--- config.mk ---
export PLATFORM = sky130hd
export DESIGN_NAME = reg_dst_pipe
export DESIGN_NICKNAME = d
export VERILOG_FILES = /design/src/rtl/reg_dst_pkg.sv /design/src/rtl/reg_dst_sel.sv /design/src/rtl/reg_dst_pipe.sv
export SDC_FILE = /design/constraint.sdc
export NUM_CORES = 1
export LEC_CHECK = 0
export CAP_MARGIN = 5
export CORE_MARGIN = 1
export CORE_UTILIZATION = 30
export CTS_CLUSTER_SIZE = 14
export DETAILED_ROUTE_END_ITERATION = 7
export GPL_TIMING_DRIVEN = 0
export PLACE_DENSITY_LB_ADDON = 0.25
export SETUP_SLACK_MARGIN = 0.2
export SLEW_MARGIN = 20
export SYNTH_ARGS = -nofsm -noshare
export SYNTH_HDL_FRONTEND = slang
export SYNTH_SLANG_ARGS = --single-unit
--- constraint.sdc ---
create_clock -name clk -period 3.8 [get_ports clk]
set_clock_uncertainty 0.2 [all_clocks]
set_input_delay 0.76 -clock clk [delete_from_list [all_inputs] [get_ports clk]]
set_output_delay 0.76 -clock clk [all_outputs]
set_load 0.01 [all_outputs]
--- src/rtl/reg_dst_pkg.sv ---
// Shared encodings and constants for the destination-register pipeline.
// Optional build macro used by this block: REG_DST_ZERO_SUPPRESS_EN.
package reg_dst_pkg;

    typedef enum logic [1:0] {
        SEL_RT  = 2'b00,
        SEL_R31 = 2'b01,
        SEL_RD  = 2'b10,
        SEL_ILL = 2'b11
    } sel_e;

    localparam int LINK_REG_DEF = 31;
    localparam int ZERO_REG     = 0;

    // A bubble is an entry that targets register 0 and never writes.
    localparam int   BUBBLE_DST = ZERO_REG;
    localparam logic BUBBLE_WR  = 1'b0;

endpackage

--- src/rtl/reg_dst_sel.sv ---
// Combinational destination select (rt / link / rd) with illegal-select detect.
// With REG_DST_ZERO_SUPPRESS_EN defined, a selected destination of 0 never writes.
module reg_dst_sel
    import reg_dst_pkg::*;
#(
    parameter int NBITS    = 5,
    parameter int SELBITS  = 2,
    parameter int LINK_REG = LINK_REG_DEF
) (
    input  logic [NBITS-1:0]   i_reg_rt,
    input  logic [NBITS-1:0]   i_reg_rd,
    input  logic [SELBITS-1:0] i_sel,
    input  logic               i_wr,
    output logic [NBITS-1:0]   o_dst,
    output logic               o_wr,
    output logic               o_illegal
);

    logic [NBITS-1:0] w_dst;
    logic             w_wr;
    logic             w_known;

    always_comb begin
        w_dst   = NBITS'(ZERO_REG);
        w_wr    = 1'b0;
        w_known = 1'b1;
        if (i_sel == SELBITS'(SEL_RT)) begin
            w_dst = i_reg_rt;
            w_wr  = i_wr;
        end else if (i_sel == SELBITS'(SEL_R31)) begin
            w_dst = NBITS'(LINK_REG);
            w_wr  = i_wr;
        end else if (i_sel == SELBITS'(SEL_RD)) begin
            w_dst = i_reg_rd;
            w_wr  = i_wr;
        end else begin
            w_known = 1'b0;
        end
    end

    assign o_dst     = w_dst;
    assign o_illegal = !w_known && i_wr;

`ifdef REG_DST_ZERO_SUPPRESS_EN
    assign o_wr = w_wr && (w_dst != NBITS'(ZERO_REG));
`else
    assign o_wr = w_wr;
`endif

endmodule

--- src/rtl/reg_dst_pipe.sv ---
// Destination-register selector carried with its write-enable through DEPTH stages,
// with stall/flush and per-stage address matching. Macro: REG_DST_ZERO_SUPPRESS_EN.
module reg_dst_pipe
    import reg_dst_pkg::*;
#(
    parameter int NBITS    = 5,
    parameter int SELBITS  = 2,
    parameter int LINK_REG = LINK_REG_DEF,
    parameter int DEPTH    = 3
) (
    input  logic                   clk,
    input  logic                   reset,
    input  logic                   stall,
    input  logic                   flush,
    input  logic [NBITS-1:0]       reg_rt,
    input  logic [NBITS-1:0]       reg_rd,
    input  logic [SELBITS-1:0]     sel_reg,
    input  logic                   reg_write_in,
    input  logic [NBITS-1:0]       rs_addr,
    input  logic [NBITS-1:0]       rt_addr,
    output logic [DEPTH*NBITS-1:0] stage_dst,
    output logic [DEPTH-1:0]       stage_wr,
    output logic [NBITS-1:0]       wb_dst,
    output logic                   wb_wr,
    output logic [DEPTH-1:0]       match_rs,
    output logic [DEPTH-1:0]       match_rt,
    output logic [DEPTH-1:0]       fwd_rs_oh,
    output logic [DEPTH-1:0]       fwd_rt_oh,
    output logic                   sel_err
);

    logic [NBITS-1:0] r_dst [DEPTH];
    logic [DEPTH-1:0] r_wr;
    logic             r_sel_err;

    logic [NBITS-1:0] w_sel_dst;
    logic             w_sel_wr;
    logic             w_sel_ill;
    logic [DEPTH-1:0] w_hit_rs;
    logic [DEPTH-1:0] w_hit_rt;
    logic [DEPTH-1:0] w_match_rs;
    logic [DEPTH-1:0] w_match_rt;

    reg_dst_sel #(
        .NBITS    (NBITS),
        .SELBITS  (SELBITS),
        .LINK_REG (LINK_REG)
    ) u_sel (
        .i_reg_rt  (reg_rt),
        .i_reg_rd  (reg_rd),
        .i_sel     (sel_reg),
        .i_wr      (reg_write_in),
        .o_dst     (w_sel_dst),
        .o_wr      (w_sel_wr),
        .o_illegal (w_sel_ill)
    );

    // Stage 0 loads the selection when neither stall nor flush is high; flush turns
    // that load into a bubble even while stalled. Older stages move only when not stalled.
    always_ff @(posedge clk) begin
        if (reset) begin
            for (int i = 0; i < DEPTH; i++) begin
                r_dst[i] <= '0;
            end
            r_wr      <= '0;
            r_sel_err <= 1'b0;
        end else if (!stall) begin
            if (flush) begin
                r_dst[0] <= NBITS'(BUBBLE_DST);
                r_wr[0]  <= BUBBLE_WR;
            end else begin
                r_dst[0] <= w_sel_dst;
                r_wr[0]  <= w_sel_wr;
            end
            for (int i = 1; i < DEPTH; i++) begin
                r_dst[i] <= r_dst[i-1];
                r_wr[i]  <= r_wr[i-1];
            end
            r_sel_err <= !flush && w_sel_ill;
        end else if (flush) begin
            r_dst[0] <= NBITS'(BUBBLE_DST);
            r_wr[0]  <= BUBBLE_WR;
        end
    end

    for (genvar g = 0; g < DEPTH; g++) begin : g_stage
        assign stage_dst[g*NBITS +: NBITS] = r_dst[g];
        assign w_hit_rs[g] = r_wr[g] && (r_dst[g] == rs_addr);
        assign w_hit_rt[g] = r_wr[g] && (r_dst[g] == rt_addr);
    end

`ifdef REG_DST_ZERO_SUPPRESS_EN
    assign w_match_rs = (rs_addr != NBITS'(ZERO_REG)) ? w_hit_rs : '0;
    assign w_match_rt = (rt_addr != NBITS'(ZERO_REG)) ? w_hit_rt : '0;
`else
    assign w_match_rs = w_hit_rs;
    assign w_match_rt = w_hit_rt;
`endif

    assign stage_wr = r_wr;
    assign wb_dst   = r_dst[DEPTH-1];
    assign wb_wr    = r_wr[DEPTH-1];
    assign sel_err  = r_sel_err;
    assign match_rs = w_match_rs;
    assign match_rt = w_match_rt;

    // Two's-complement trick keeps only the lowest set bit: the youngest stage wins.
    assign fwd_rs_oh = w_match_rs & (~w_match_rs + DEPTH'(1));
    assign fwd_rt_oh = w_match_rt & (~w_match_rt + DEPTH'(1));

endmodule

==> results of run 1 <==
[final timing paths]
| check | from | endpoint | slack [ps] | cells past startpoint |
|---|---|---|---|---|
| worst max register to register | r_dst[1][3] | r_dst[2][3] | 2720 | 1 |
| worst min register to register | r_dst[0][0] | r_dst[0][0] | 330 | 2 |
| worst max-delay path | rt_addr[0] | match_rt[0] | 290 | 6 |
| worst min-delay path | r_dst[0][0] | r_dst[0][0] | 330 | 2 |
[metrics by stage]
stage / util, % / area [um^2]
global route: 51.5 / 1940
CTS: 51.5 / 1940
finish: 51.5 / 1940
detailed placement: 50.1 / 1890
floorplan: - / 1210
global placement: 50.1 / 1890
[kinds of logic after synthesis]
logic type | count (synthesis) | share of synthesized area (%)
simple gates | 40 | 19.7
buf+inv | 18 | 8.18
xor+xnor | 30 | 21.7
flops | 19 | 39.8
mux | 2 | 1.66
compound gates | 17 | 9.01
[cell type report]
type	instances	area, um^2	area share [%]
flip-flops and latches	19	480	24.7
inverters	6	22.5	1.16
plain buffers	12	76.3	3.93
well taps	48	60.1	3.09
multi-input cells	89	644	33.2
clock buffers	4	45.0	2.32
repair buffers	62	614	31.6
[power by group]
| group | switching (W) | internal, W | total [W] |
|---|---|---|---|
| Sequential | 0.0000118 | 0.000225 | 0.000237 |
| Clock | 0.0000629 | 0.0000744 | 0.000137 |
| Combinational | 0.0000482 | 0.0000641 | 0.000112 |
| Total | 0.000123 | 0.000363 | 0.000486 |
[worst max-delay path: stages]
cell and delay [ps]:
clkdlybuf4s50_1 510, xor2_1 190, nor4_1 190, and3_2 280, buf_4 110, clkdlybuf4s50_1 520
[routing by layer]
metal / track usage (%) / vias to the layer above / share of wire [%]
met1: 17.2 / 513 / 40
met3: 2.43 / 2 / 7.4
li1: - / 557 / -
met5: 0 / - / 0
met4: 5.71 / 0 / 0.86
met2: 28.5 / 55 / 52
[timing repair]
item                                    4_1_cts  5_1_grt
buffers inserted                              0        0
pin swaps                                     5        0
gates resized for setup                      11        1
endpoints found under the setup margin        5        3
[sequential cells by signal, summed over array words and instances, names as in the netlist]
| register | flops |
|---|---|
| r_dst | 15 |
| sel_err | 1 |
| stage_wr | 3 |
[synth_stat cells, drive strengths merged]
cell	instances
nor2	4
inv	6
edfxtp	10
nor4	6
buf	9
nor2b	4
o311ai	5
xnor2	6
mux2i	2
nor3b	2
nand2	6
nor3	2
and2	10
a22oi	2
xor2	24
dfxtp	9
clkbuf	3
o21ai	5
a21oi	5
and3	6
==> metrics, run 1 <==
status=completed; layout cells sized above 1=approximately a tenth; clk_lat worst skew=roughly 250 ps; GPL Wtd Cong=0.837; largest net degree at the start of global routing=11; DR WL/cell=13.1 um; Crit. End Element=output pin; leak pwr=0.809 nW; Yosys top cell by area=edfxtp_1; Detailed Place HPWL=2.56 mm; Routed WL=~3.1 mm; Cells after DPL=between 200 and 250; gr ovfl total=0; hold slack=between 300 and 400 ps; Slew HR=73.0%; row count=22; Synth cell types=22; Clock Pin Slew Worst Setup and Hold Paths=70 ps; commonest cells after routing, fill and taps aside=clkdlybuf4s50_1 (54), xor2_1 (24), and2_1 (10), edfxtp_1 (10), dfxtp_1 (9); die height=approximately 65 um; # diodes=0; syn nets=153; clock sink total=19; global-route wire length before repair=4.97 mm; final hold vios=0; Pwr Total=0.000486 W; crit path launch type=primary input; worst-margin pin slew=404 ps; Slew Limit Fails=0; Ports=64; CP Class=in -> out; hold_buf cts=0; Syn Inst Count=approximately 130; NumNets Final=220; WP data required=between 2000 and 3000 ps; Synth Cell Area=0.00121 mm^2; Seq/Total Area, Yosys=between 30% and 40%; CTS Buf Count=3; Area growth syn-to-layout=60.8%; Vias=1,127; IO buf count=a little over 60; first drt pass iteration count=4; Area contributors post-synth=edfxtp_1 (25%), xor2_1 (17%), dfxtp_1 (15%), and2_1 (5.2%), buf_4 (5.0%); die footprint=0.00429 mm^2; minimum clock period=about 3500 ps; post-route setup slack=286 ps; Critical Path AT=2550 ps; H-Tree Depth=1; post-synthesis register bit count=19; power per cell area=250 mW/mm^2; Tightest Hold Check Type=reg -> reg; peak supply drop=0.000120 V; initial drt markers=22; drt drc=0; antenna viol nets, final=0; max cap viols=0; fill count=333; Yosys top cell area share=24.8%; final setup TNS=0 ps; final worst-path cycle share=92.5%; core box area=0.00377 mm^2; Initial Util=32.1%; gr usage total=15.3%; critical path fanouts, max=4; syn_area_per_cell=9.59 um^2; CTS tree=done; Max Clk Rate=285 MHz; commonest non-fill, non-tap cell in the layout=clkdlybuf4s50_1; Max Buffers Root-to-Sink=2; Yosys warnings=0; die width=about 65 um; CTS root buf=clkbuf_8; initial antenna violation count=0; via/cell ratio=approximately 4.7; Setup WS pre-CTS=66.7 ps; final cell count without fillers=240; final setup fails=0; unrepaired setup endpoints after global routing=no; vias in the first global route=1,120
Power figures use the tool's default switching activity.
==> run 2, diff against run 1 <==
--- a/config.mk
+++ b/config.mk
@@ -6,7 +6,7 @@
 export NUM_CORES = 1
 export LEC_CHECK = 0
 export CAP_MARGIN = 5
-export CORE_MARGIN = 1
+export CORE_MARGIN = 4
 export CORE_UTILIZATION = 30
 export CTS_CLUSTER_SIZE = 14
 export DETAILED_ROUTE_END_ITERATION = 7
==> metrics, run 2 (synthesized netlist as in run 1, its figures left out) <==
status=completed; final setup TNS=0 ps (unchanged); CP Class=in -> out; gr usage total=13.2% (-2.1 points); R2R cell count=1 (unchanged); NumNets Final=221 (+0.45%); crit path launch type=primary input; IO buf count=62 (unchanged); Crit path max-delay family=buffers and inverters; max reg flops=15 (unchanged); CTS Buf Count=3 (unchanged); # diodes=0 (unchanged); Crit. End Element=output pin; Worst Hold End=r_dst[0][0]; Critical Path AT=2560 ps (about the same); vias in the first global route=1,109 (-0.98%); CP most frequent cell=clkdlybuf4s50_1; gr ovfl total=0 (unchanged); Hold Crit Start=r_dst[0][0]; Cell Chain, Critical Path=clkdlybuf4s50_1 > xor2_1 > nor4_2 > and3_4 > nor2b_1 > clkdlybuf4s50_1; Area growth syn-to-layout=62.2%; layout cells sized above 1=10.9% (+0.46 points); Cells after DPL=236 (unchanged); first drt pass iteration count=4 (unchanged); r2r setup slk=2730 ps (about the same); R2R Path Start=r_dst[1][4]; longest individual stage delay on the worst path=550 ps (+30 ps); initial antenna violation count=0 (unchanged); die footprint=0.00511 mm^2 (+19%); CTS tree=done; final hold vios=0 (unchanged); commonest non-fill, non-tap cell in the layout=clkdlybuf4s50_1; core box area=0.00377 mm^2 (unchanged); Critical Path Slowest Stage Cell=clkdlybuf4s50_1; via/cell ratio=4.60 (-2.0%); Ports=64 (unchanged); worst-margin pin slew=414 ps (+10.1 ps); commonest cells after routing, fill and taps aside=clkdlybuf4s50_1 (53), xor2_1 (24), and2_1 (10), edfxtp_1 (10); final worst-path cycle share=92.5% (about the same); max cap viols=0 (unchanged); row count=22 (unchanged); largest net degree at the start of global routing=11 (unchanged); Slew Limit Fails=0 (unchanged); die width=71.5 um (+9.2%); WP data required=2840 ps (about the same); Clock Pin Slew Worst Setup and Hold Paths=60 ps (about the same); critical path fanouts, max=3 (-1); GPL Wtd Cong=0.883 (+5.5%); CTS root buf=clkbuf_8; antenna viol nets, final=0 (unchanged); power per cell area=246 mW/mm^2 (-1.6%); final cell count without fillers=241 (+0.42%); initial drt markers=22 (unchanged); R2R Path End=r_dst[2][4]; Max Buffers Root-to-Sink=2 (unchanged); peak supply drop=0.000104 V (-13%); Detailed Place HPWL=2.71 mm (+6.0%); DR WL/cell=13.5 um (+3.0%); Routed WL=3.26 mm (+3.5%); Tightest Hold Check Type=reg -> reg; drt drc=0 (unchanged); Initial Util=32.1% (unchanged); Core Util, Final=52.0% (+0.46 points); unrepaired setup endpoints after global routing=yes; Max Clk Rate=284 MHz (about the same); Pwr Total=0.000483 W (-0.70%); minimum clock period=3520 ps (+1.81 ps); Top reg by flops=r_dst; Crit path buffers/inverters=2 (-1); hold_buf cts=0 (unchanged); global-route wire length before repair=5.37 mm (+7.9%); Vias=1,109 (-1.6%); leak pwr=0.834 nW (+3.0%); die height=71.5 um (+9.2%); Slew HR=72.4% (-0.65 points); clk_lat worst skew=250 ps (about the same); clock sink total=19 (unchanged); final setup fails=0 (unchanged); H-Tree Depth=1 (unchanged); WHS Path Cells=2 (unchanged)
## run 2: changes by cell type in the layout (fill, tap and decap cells not counted), sizes merged
cell and delta:
dlygate4sd2 -1, buf +1, clkdlybuf4s50 -1, dlymetal6s2s +2
## run 2: worst max-delay path by stage
stage | start | endpoint | depth (start not counted)
final | rt_addr[3] | fwd_rt_oh[1] | 6
after floorplan | rs_addr[0] | fwd_rs_oh[2] | 4
after global routing | rt_addr[3] | fwd_rt_oh[1] | 6
after CTS | rt_addr[3] | fwd_rt_oh[1] | 6
after global placement | rt_addr[2] | fwd_rt_oh[2] | 6
after detailed placement | rt_addr[2] | fwd_rt_oh[1] | 6
## run 2: through the flow
stage	cell area [um^2]	hold WS [ps]	setup slack (ps)
final	1960	329	284
after global routing	1960	374	149
after CTS	1950	335	142
after detailed placement	1890	320	51.5
after global placement	1890	299	126
after floorplan	1210	327	1220
## run 2: routing by layer
layer / GRT usage, % / share of wire, % / vias up
met4: 6.47 / 2.0 / 0
met1: 16.1 / 41 / 494
met5: 0 / 0 / -
met3: 2.95 / 9.1 / 4
met2: 21.8 / 47 / 52
li1: - / - / 559
## run 2: what timing repair did
action,4_1_cts,5_1_grt
pin swaps,3,1
endpoints found under the hold margin,0,0
gates resized for setup,11,3
setup endpoints to repair,7,4
setup buffers,1,0
## run 2: tightest hold or removal path, cell delays in order, from the launching register on
cell and delay (ps):
dfxtp_1 360, nand2_1 70, a21oi_1 50
## run 2: power by group
part	leakage (nW)	internal [W]	switching (W)
Clock	0.0228	0.0000743	0.0000596
Combinational	0.627	0.0000647	0.0000477
Sequential	0.184	0.000225	0.0000117
## run 2: final cells by class
| class | instances | area (um^2) |
|---|---|---|
| Fill cell | 338 | 1810 |
| Multi-Input combinational cell | 89 | 648 |
| Timing Repair Buffer | 63 | 628 |
| Sequential cell | 19 | 480 |
| Buffer | 12 | 76.3 |
| Tap cell | 48 | 60.1 |
| Clock buffer | 4 | 45.0 |
| Inverter | 6 | 22.5 |
==> run 3, diff against run 2 <==
--- a/config.mk
+++ b/config.mk
@@ -10,10 +10,8 @@
 export CORE_UTILIZATION = 30
 export CTS_CLUSTER_SIZE = 14
 export DETAILED_ROUTE_END_ITERATION = 7
-export GPL_TIMING_DRIVEN = 0
 export PLACE_DENSITY_LB_ADDON = 0.25
 export SETUP_SLACK_MARGIN = 0.2
-export SLEW_MARGIN = 20
 export SYNTH_ARGS = -nofsm -noshare
 export SYNTH_HDL_FRONTEND = slang
 export SYNTH_SLANG_ARGS = --single-unit
==> metrics, run 3 (synthesized netlist as in run 1, its figures left out) <==
Tightest Hold Check Type=reg -> reg; layout cells sized above 1=4.95% (-5.9 points); DR WL/cell=13.9 um (+3.1%); Setup WS pre-CTS=109 ps (+57.1 ps); status=completed; Detailed Place HPWL=2.67 mm (-1.4%); core box area=0.00377 mm^2 (unchanged); Vias=1,082 (-2.4%); Cell Chain, Critical Path=clkdlybuf4s50_1 > xor2_1 > nor4_1 > and3_1 > clkdlybuf4s50_1; Reg power frac=49.6% (+0.6 points); initial antenna violation count=0 (unchanged); hold_buf cts=0 (unchanged); Switching Fraction=24.5% (-0.11 points); # diodes=0 (unchanged); Hold Crit Start=sel_err; clock sink total=19 (unchanged); clock group share of total power=28.3% (+0.6 points); CP most frequent cell=clkdlybuf4s50_1; R2R Path End=r_dst[2][4]; GPL Wtd Cong=0.835 (-5.4%); final worst-path cycle share=93.0% (+0.46 points); switching power=0.000118 W (-1.1%); post-route setup slack=267 ps (-17.5 ps); final hold vios=0 (unchanged); commonest non-fill, non-tap cell in the layout=clkdlybuf4s50_1; final setup fails=0 (unchanged); worst-margin pin slew=744 ps (+329 ps); vias in the first global route=1,065 (-4.0%); r2r setup slk=2710 ps (-20 ps); Initial Util=32.1% (unchanged); Max Clk Rate=283 MHz (-0.50%); first drt pass iteration count=4 (unchanged); Top reg by flops=r_dst; H-Tree Depth=1 (unchanged); CTS tree=done; CTS root buf=clkbuf_8; global-route wire length before repair=5.03 mm (-6.3%); Slew Limit Fails=0 (unchanged); R2R cell count=1 (unchanged); IO buf count=63 (+1.6%); Crit. Startpoint=rs_addr[0]; largest net degree at the start of global routing=16 (+5); power per cell area=254 mW/mm^2 (+3.2%); Ports=64 (unchanged); Comb power frac=22.2% (-1.1 points); longest individual stage delay on the worst path=560 ps (about the same); CTS Buf Count=3 (unchanged); gr usage total=12.4% (-0.75 points); commonest cells after routing, fill and taps aside=clkdlybuf4s50_1 (58), xor2_1 (24), and2_1 (10), edfxtp_1 (10), dfxtp_1 (9); antenna viol nets, final=0 (unchanged); peak supply drop=0.0000956 V (-8.0%); Crit. End Element=output pin; minimum clock period=3530 ps (+17.5 ps); Critical Path AT=2570 ps (about the same); Slew HR=50.2% (-22 points); Critical Path Slowest Stage Cell=clkdlybuf4s50_1; Area growth syn-to-layout=56.1%; row count=22 (unchanged); max reg flops=15 (unchanged); via/cell ratio=4.70 (+2.2%); final setup TNS=0 ps (unchanged); CP Class=in -> out; drt drc=0 (unchanged); R2R Path Start=r_dst[1][4]; critical path fanouts, max=4 (+1); crit path launch type=primary input; leak pwr=0.798 nW (-4.3%); WP data required=2840 ps (about the same); clk_lat worst skew=250 ps (about the same); WHS Path Cells=2 (unchanged); die footprint=0.00511 mm^2 (unchanged); max cap viols=0 (unchanged); Int Pwr=0.000362 W (-0.50%); Worst Hold End=sel_err; die width=71.5 um (unchanged); unrepaired setup endpoints after global routing=no; Routed WL=3.21 mm (-1.6%); die height=71.5 um (unchanged); initial drt markers=43 (+95%); Clock Pin Slew Worst Setup and Hold Paths=60 ps (about the same); NumNets Final=210 (-5.0%); gr ovfl total=0 (unchanged); Max Buffers Root-to-Sink=2 (unchanged)
-- run 3: changes by cell type in the layout (fill, tap and decap cells not counted) --
cell             before  now
and3_4                1    0
clkdlybuf4s50_1      53   58
and3_1                2    4
nor4_1                4    5
and3_2                3    2
buf_4                 9    1
nor4_2                2    1
buf_2                 1    0
dlygate4sd2_1         6    2
clkbuf_1              4    1
-- run 3: per-layer routing --
metal,global-route usage (%),routed length [um],part of all wire (%)
met4,6.26,71,2.2
met1,15.9,1440,45
met2,20.1,1430,45
met3,2.10,261,8.1
met5,0,0,0
-- run 3: power groups by stage --
stage / sequential, W / clock (W) / combinational [W]
6_report: 0.000238 / 0.000136 / 0.000106
5_1_grt: 0.000240 / 0.000147 / 0.000116
4_1_cts: 0.000238 / 0.000139 / 0.000107
3_5_place_dp: 0.000243 / 0 / 0.000106
3_3_place_gp: 0.000242 / 0 / 0.000105
2_1_floorplan: 0.000243 / 0 / 0.0000431
-- run 3: how the worst max path moves through the flow --
stage | end | slack [ps] | depth (start not counted)
final | match_rs[0] | 270 | 5
after global routing | match_rs[0] | 200 | 5
after CTS | fwd_rt_oh[1] | 200 | 6
after detailed placement | fwd_rs_oh[1] | 110 | 6
after global placement | fwd_rs_oh[1] | 150 | 6
after floorplan | fwd_rs_oh[2] | 1220 | 4
-- run 3: critical path: cells and delay by family --
kind | cells | cell delay [ps]
xor gates and xnor gates | 1 | 180
and+or+nand+nor | 2 | 580
buffers and inverters | 2 | 1040
-- run 3: per-stage QoR --
step	instance area [um^2]	hold WS, ps	power [W]	std cells	util [%]
2_1_floorplan	1210	327	0.000286	126	-
3_3_place_gp	1820	299	0.000347	225	48.3
3_5_place_dp	1820	332	0.000349	225	48.3
4_1_cts	1870	346	0.000484	229	49.5
5_1_grt	1890	374	0.000502	230	50.0
6_report	1890	341	0.000480	230	50.0
-- run 3: what timing repair did --
action / 4_1_cts / 5_1_grt
setup endpoints to repair: 2 / 2
pin swaps: 3 / 1
resized for setup: 2 / 4
setup buffers: 0 / 1
cloned: 0 / 0
-- run 3: cell type report --
type / count / area [um^2]
Fill cell: 344 / 1880
Timing Repair Buffer: 64 / 643
Multi-Input combinational cell: 89 / 636
Sequential cell: 19 / 480
Tap cell: 48 / 60.1
Clock buffer: 4 / 45.0
Inverter: 6 / 22.5
